### src/rtl/timer_pkg.sv
// Shared types for the tick-driven countdown timer.
// The unit encoding matches the cfg_unit port. The state encoding is exported
// so the debug state port can be decoded by name.
package timer_pkg;

   localparam int CNT_W_DEFAULT = 16;

   typedef enum logic [1:0] {
      UNIT_US   = 2'd0,
      UNIT_MS   = 2'd1,
      UNIT_SEC  = 2'd2,
      UNIT_RSVD = 2'd3
   } timer_unit_e;

   typedef enum logic {
      ST_IDLE = 1'b0,
      ST_RUN  = 1'b1
   } timer_state_e;

   // A start request is acceptable only with a real unit and a non-zero count.
   function automatic logic start_cfg_ok(input logic [1:0] unit, input logic any_count);
      return (unit != UNIT_RSVD) && any_count;
   endfunction

endpackage

### src/rtl/tick_countdown_timer_tick_unit_mux.sv
// Picks the tick pulse that matches the latched timer unit.
// This block is purely combinational. The reserved unit never produces a tick.
module tick_unit_mux
   import timer_pkg::*;
(
   input  timer_unit_e unit,
   input  logic        us_tick,
   input  logic        ms_tick,
   input  logic        sec_tick,
   output logic        sel_tick
);

   // Route exactly one of the tick inputs. Ticks of the other units are ignored.
   always_comb begin
      sel_tick = 1'b0;
      case (unit)
         UNIT_US:  sel_tick = us_tick;
         UNIT_MS:  sel_tick = ms_tick;
         UNIT_SEC: sel_tick = sec_tick;
         default:  sel_tick = 1'b0;
      endcase
   end

endmodule

### src/rtl/tick_countdown_timer.sv
// Programmable countdown timer driven by the us/ms/sec tick pulses of the
// tick generator in the same clk_200 domain.
// It supports one-shot and periodic (auto-reload) modes, a registered expire
// pulse, and a sticky irq.
//
// Request semantics: start, stop and irq_clr are single-cycle level requests.
// Each is sampled on every posedge of clk_200, with no ready/acknowledge path.
// - A request is acted on in the cycle it is high, and its effect is visible
//   on the registered outputs after that edge.
// - Priority order is stop, then a valid start, then the selected tick.
// - An invalid start reports start_err and otherwise has no effect.
module tick_countdown_timer
   import timer_pkg::*;
#(
   parameter int CNT_W = CNT_W_DEFAULT
) (
   input  logic             clk_200,
   input  logic             reset,
   input  logic             us_tick,
   input  logic             ms_tick,
   input  logic             sec_tick,
   input  logic [1:0]       cfg_unit,
   input  logic             cfg_periodic,
   input  logic [CNT_W-1:0] load_value,
   input  logic             start,
   input  logic             stop,
   input  logic             irq_clr,
   output logic             busy,
   output logic [CNT_W-1:0] remaining,
   output logic             expire,
   output logic             irq,
   output logic             start_err,
   output timer_state_e     dbg_state
);

   timer_state_e     state_q, state_d;
   logic [CNT_W-1:0] remaining_q, remaining_d;
   logic [CNT_W-1:0] reload_q, reload_d;
   timer_unit_e      unit_q, unit_d;
   logic             periodic_q, periodic_d;
   logic             expire_q, expire_d;
   logic             irq_q, irq_d;
   logic             start_err_q, start_err_d;

   logic             sel_tick;
   logic             start_ok;

   tick_unit_mux u_tick_unit_mux (
      .unit     (unit_q),
      .us_tick  (us_tick),
      .ms_tick  (ms_tick),
      .sec_tick (sec_tick),
      .sel_tick (sel_tick)
   );

   assign start_ok = start && start_cfg_ok(cfg_unit, |load_value);

   // Next-state logic: stop wins, then a valid (re)start, then tick-driven counting.
   always_comb begin
      state_d     = state_q;
      remaining_d = remaining_q;
      reload_d    = reload_q;
      unit_d      = unit_q;
      periodic_d  = periodic_q;
      expire_d    = 1'b0;
      start_err_d = 1'b0;

      if (stop) begin
         // Abort leaves the count frozen so software can read how far it got.
         state_d = ST_IDLE;
      end else if (start_ok) begin
         // A restart replaces the run, even if this cycle carries the final tick.
         state_d     = ST_RUN;
         remaining_d = load_value;
         reload_d    = load_value;
         unit_d      = timer_unit_e'(cfg_unit);
         periodic_d  = cfg_periodic;
      end else begin
         start_err_d = start;
         if ((state_q == ST_RUN) && sel_tick) begin
            if (remaining_q == CNT_W'(1)) begin
               expire_d = 1'b1;
               if (periodic_q) begin
                  remaining_d = reload_q;
               end else begin
                  remaining_d = '0;
                  state_d     = ST_IDLE;
               end
            end else if (remaining_q != '0) begin
               remaining_d = remaining_q - CNT_W'(1);
            end
         end
      end

      // Set wins over clear, both for the expiry being decided now and for the
      // expire pulse currently on the output.
      irq_d = expire_d | expire_q | (irq_q & ~irq_clr);
   end

   // State and output registers with synchronous reset.
   always_ff @(posedge clk_200) begin
      if (reset) begin
         state_q     <= ST_IDLE;
         remaining_q <= '0;
         reload_q    <= '0;
         unit_q      <= UNIT_US;
         periodic_q  <= 1'b0;
         expire_q    <= 1'b0;
         irq_q       <= 1'b0;
         start_err_q <= 1'b0;
      end else begin
         state_q     <= state_d;
         remaining_q <= remaining_d;
         reload_q    <= reload_d;
         unit_q      <= unit_d;
         periodic_q  <= periodic_d;
         expire_q    <= expire_d;
         irq_q       <= irq_d;
         start_err_q <= start_err_d;
      end
   end

   assign busy      = (state_q == ST_RUN);
   assign remaining = remaining_q;
   assign expire    = expire_q;
   assign irq       = irq_q;
   assign start_err = start_err_q;
   assign dbg_state = state_q;

endmodule

### config.mk
export PLATFORM = sky130hd
export DESIGN_NAME = tick_countdown_timer
export DESIGN_NICKNAME = d
export VERILOG_FILES = /design/src/rtl/timer_pkg.sv /design/src/rtl/tick_countdown_timer_tick_unit_mux.sv /design/src/rtl/tick_countdown_timer.sv
export SDC_FILE = /design/constraint.sdc
export NUM_CORES = 1
export LEC_CHECK = 0
export CAP_MARGIN = 25
export CORE_MARGIN = 2
export CORE_UTILIZATION = 30
export CTS_CLUSTER_SIZE = 24
export DETAILED_ROUTE_END_ITERATION = 7
export PLACE_DENSITY = 0.51
export SLEW_MARGIN = 30
export SYNTH_ARGS = -nofsm -noshare
export SYNTH_HDL_FRONTEND = slang
export SYNTH_SLANG_ARGS = --single-unit
### constraint.sdc
create_clock -name clk_200 -period 3.1 [get_ports clk_200]
set_input_delay 0.62 -clock clk_200 [delete_from_list [all_inputs] [get_ports clk_200]]
set_output_delay 0.62 -clock clk_200 [all_outputs]
set_load 0.01 [all_outputs]
==> impl_metrics.tcl <==
set metrics [dict create \
    cts-root-buf "sky130_fd_sc_hd__clkbuf_8" \
    io_pins 48 \
    floorplan.die.width_microns 92.41 \
    cts.reportedPaths.clkPinSlew_ps 80 \
    totalPowerFinal_w 0.001468 \
    route.detailed.wl_per_inst_microns 16.82 \
    synth-seq-area-share_pct 33.30 \
    all_layer_global_routing_usage_pct 18.34 \
    fraction_of_final_layout_cells_sized_beyond_drive_strength_1_pct 13.60 \
    area_delta_synth_final_pct 34.04 \
    gp_congestion 0.8263 \
    setup_violations 0 \
    diodes 0 \
    grt_antenna_before_repair 0 \
    cts_tree "done" \
    nNetsFinal 382 \
    max_cap_violations 0 \
    yosysWarningCount 0 \
    viasPerCell 5.365 \
    timing.final.crit_share_pct 90.46 \
    place.detailed.hpwl_microns 5576 \
    io_buffers 47 \
    grt_setup_unrepaired "false" \
    post_cts.repair.setup_buffers 0 \
    detailedRoute.firstIterationViolations 182 \
    reg2reg_depth 7 \
    cts.path.max_buffers 2 \
    power_density_nw_per_um2 466.9 \
    route.vias.total 2441 \
    drt.antenna.violating_nets 0 \
    timing.final.max_slew_violations 0 \
    p_sw_w 0.0004680 \
    worstMarginPinSlew_ps 724.9 \
    setup.worst_path.start_class "input pin" \
    power.static_leakage_nw 1.069 \
    placedCellCount 447 \
    postCtsResizedCells 0 \
    fp.dieArea_sq_um 8539 \
    postSynthRegisterBits 39 \
    switching_power_share_of_the_total_pct 31.89 \
    outcome "finished clean" \
    relative_contribution_of_combinational_cells_to_total_power_pct 30.1 \
    wire_length_of_the_first_global_routing_pass_microns 12520 \
    min_delay_worst_endpoint "reload_q[10]" \
    hold_path.startpoint "reload_q[10]" \
    period_minus_slack_ps 2804 \
    hold_violation_count_in_the_final_report 0 \
    synth_flop_cell "sky130_fd_sc_hd__dfxtp_1" \
    final_core_utilization_pct 41.10 \
    clock-skew-final_ps 5.996 \
    holdCritPathClass "flip-flop to flip-flop" \
    power.share.clock_pct 30.9 \
    timing.critical_path.arrival_ps 2990 \
    syn-num-nets 326 \
    clk-insertion-delay-late_ps 300 \
    crit_path_max_fanout 12 \
    clock_sinks 39 \
    fmax_mhz 356.6 \
    wirelength_microns 7655 \
    grt_max_degree 28 \
    regToRegStartpoint "remaining[1]" \
    floorplan.initialDensity_pct 30.66 \
    reg2reg_setup_slack_ps 610 \
    peakVddDrop_v 0.0002326 \
    grt_pass1_vias 2397 \
    layoutNonFillerInstCount 455 \
    number_of_distinct_library_cell_variants_in_the_gate_level_netlist_after_synthesis 49 \
    required_ps 3280 \
    core_area_sq_um 7647 \
    syn-instance-count 296 \
    grt_overflow 0 \
    syn-mean-instance-area_sq_um 7.921 \
    power.sequential.fraction_pct 39.0 \
    async_flop_share_pct 0 \
    quantity_of_hold_fixing_buffers_added_after_cts 0 \
    max_slew_margin_pct 51.52 \
    synth_enable_flop_cells 0 \
    row_count 32 \
    internal-power_w 0.0009996 \
    reg2reg_to "remaining[3]" \
    worst_path_class_setup "input pin to flip-flop" \
    drt_drc_violations_left 0 \
    drt-pass1-iter-count 4 \
    fp.dieH_microns 92.41 \
    cts-buffers-inserted 5 \
    htreeDepth 2 \
    post_synth_instance_area_sq_um 2345 \
    timing.hold.worst_path_depth 2 \
    worst_setup_path_end_kind "flip-flop" \
]
state kept, by name (all words and copies together), names as in the netlist:
register,count
busy,1
expire,1
irq,1
periodic_q,1
reload_q,16
remaining,16
start_err,1
unit_q,2
power groups by stage:
stage	logic, W	clock network, W	registers, W
final	0.000442	0.000453	0.000572
after global placement	0.000441	0	0.000584
after global routing	0.000480	0.000481	0.000578
after floorplan	0.000272	0	0.000577
after CTS	0.000439	0.000461	0.000572
after detailed placement	0.000436	0	0.000583
per-layer routing:
metal | global-route usage [%] | vias up | wire (microns)
li1 | - | 1220 | -
met1 | 26.47 | 1133 | 3811
met2 | 28.28 | 78 | 3327
met3 | 3.336 | 10 | 429
met4 | 4.229 | 0 | 87
met5 | 0 | - | 0
cell usage after synthesis (2+ instances only):
library cell / instances / area share [%]
sky130_fd_sc_hd__nand4_1: 5 / 1.3
sky130_fd_sc_hd__nor4_1: 6 / 1.6
sky130_fd_sc_hd__buf_6: 3 / 1.4
sky130_fd_sc_hd__o41ai_1: 5 / 1.9
sky130_fd_sc_hd__nand3_1: 12 / 2.6
sky130_fd_sc_hd__and4_1: 2 / 0.75
sky130_fd_sc_hd__a211oi_1: 15 / 4.8
sky130_fd_sc_hd__inv_1: 7 / 1.1
sky130_fd_sc_hd__o2111ai_1: 7 / 2.6
sky130_fd_sc_hd__nor3_1: 9 / 1.9
sky130_fd_sc_hd__o21ai_0: 2 / 0.43
sky130_fd_sc_hd__a311oi_1: 11 / 4.1
sky130_fd_sc_hd__xnor2_1: 6 / 2.2
sky130_fd_sc_hd__buf_2: 2 / 0.43
sky130_fd_sc_hd__ha_1: 3 / 1.6
sky130_fd_sc_hd__or2_2: 2 / 0.53
sky130_fd_sc_hd__xor2_1: 5 / 1.9
sky130_fd_sc_hd__nor2_1: 14 / 2.2
sky130_fd_sc_hd__dfxtp_1: 39 / 33
sky130_fd_sc_hd__nand2_1: 64 / 10
sky130_fd_sc_hd__a21oi_1: 25 / 5.3
sky130_fd_sc_hd__clkbuf_1: 16 / 2.6
sky130_fd_sc_hd__a31oi_1: 2 / 0.53
sky130_fd_sc_hd__o211ai_1: 9 / 2.9
per-stage QoR:
step	setup TNS, ps	setup WS, ps	hold slack [ps]	cell area [sq um]
after global placement	-18.36	-18.36	443.5	3017
after global routing	0	135.0	487.4	3143
after detailed placement	0	4.620	448.2	3025
after CTS	0	334.2	460.8	3143
final	0	295.9	460.7	3143
after floorplan	0	922.6	432.2	2345
layout by cell type (no fill, tap or decap), types with 2 or more instances in the layout:
master                            count
sky130_fd_sc_hd__xor2_1               5
sky130_fd_sc_hd__o41ai_1              5
sky130_fd_sc_hd__a31oi_1              2
sky130_fd_sc_hd__nand4_1              5
sky130_fd_sc_hd__buf_4               24
sky130_fd_sc_hd__nand2_1             64
sky130_fd_sc_hd__o21ai_0              2
sky130_fd_sc_hd__nand3_1             12
sky130_fd_sc_hd__ha_1                 3
sky130_fd_sc_hd__clkdlybuf4s50_1     47
sky130_fd_sc_hd__o211ai_1             9
sky130_fd_sc_hd__inv_1                7
sky130_fd_sc_hd__and4_1               2
sky130_fd_sc_hd__nor4_1               6
sky130_fd_sc_hd__a21oi_1             25
sky130_fd_sc_hd__a211oi_1            15
sky130_fd_sc_hd__nor2_1              13
sky130_fd_sc_hd__dfxtp_1             39
sky130_fd_sc_hd__or2_2                2
sky130_fd_sc_hd__xnor2_1              6
sky130_fd_sc_hd__a311oi_1            11
sky130_fd_sc_hd__clkbuf_8             6
sky130_fd_sc_hd__o2111ai_1            7
sky130_fd_sc_hd__nor3_1               8
critical path: stages:
cell and delay, ps:
sky130_fd_sc_hd__clkdlybuf4s50_1 460, sky130_fd_sc_hd__nor4_1 630, sky130_fd_sc_hd__nand4_1 270, sky130_fd_sc_hd__nand2_1 430, sky130_fd_sc_hd__buf_4 250, sky130_fd_sc_hd__nor2_1 60
sky130_fd_sc_hd__o41ai_1 270
cell type report:
cell class                      count  area [sq um]
Fill cell                         778          4504
Clock inverter                      2         35.03
Sequential cell                    39         780.7
Tap cell                          102         127.6
Clock buffer                        6         82.58
Multi-Input combinational cell    228          1440
Inverter                            7         26.28
Timing Repair Buffer               71         650.6
cells by family (layout without fill, tap and decap cells):
family          Yosys count  in the layout  share of synthesized area, %
fa+ha+maj                 3              3                         1.601
mux                       1              1                        0.4802
simple gates            129            129                         28.44
flops                    39             39                         33.30
xor+xnor                 11             11                         4.109
compound gates           84             84                         26.20
buf+inv                  29             86                         5.870
how the worst max path moves through the flow:
stage | from | to | slack (ps) | cells after the start
after floorplan | remaining[2] | remaining[3] | 920 | 7
after global placement | load_value[15] | remaining[9] | -20 | 7
after detailed placement | load_value[15] | remaining[0] | 5 | 7
after CTS | load_value[15] | remaining[0] | 330 | 7
after global routing | load_value[15] | remaining[12] | 130 | 7
final | load_value[15] | remaining[0] | 300 | 7
No activity file was read; power rests on OpenSTA's default activity.
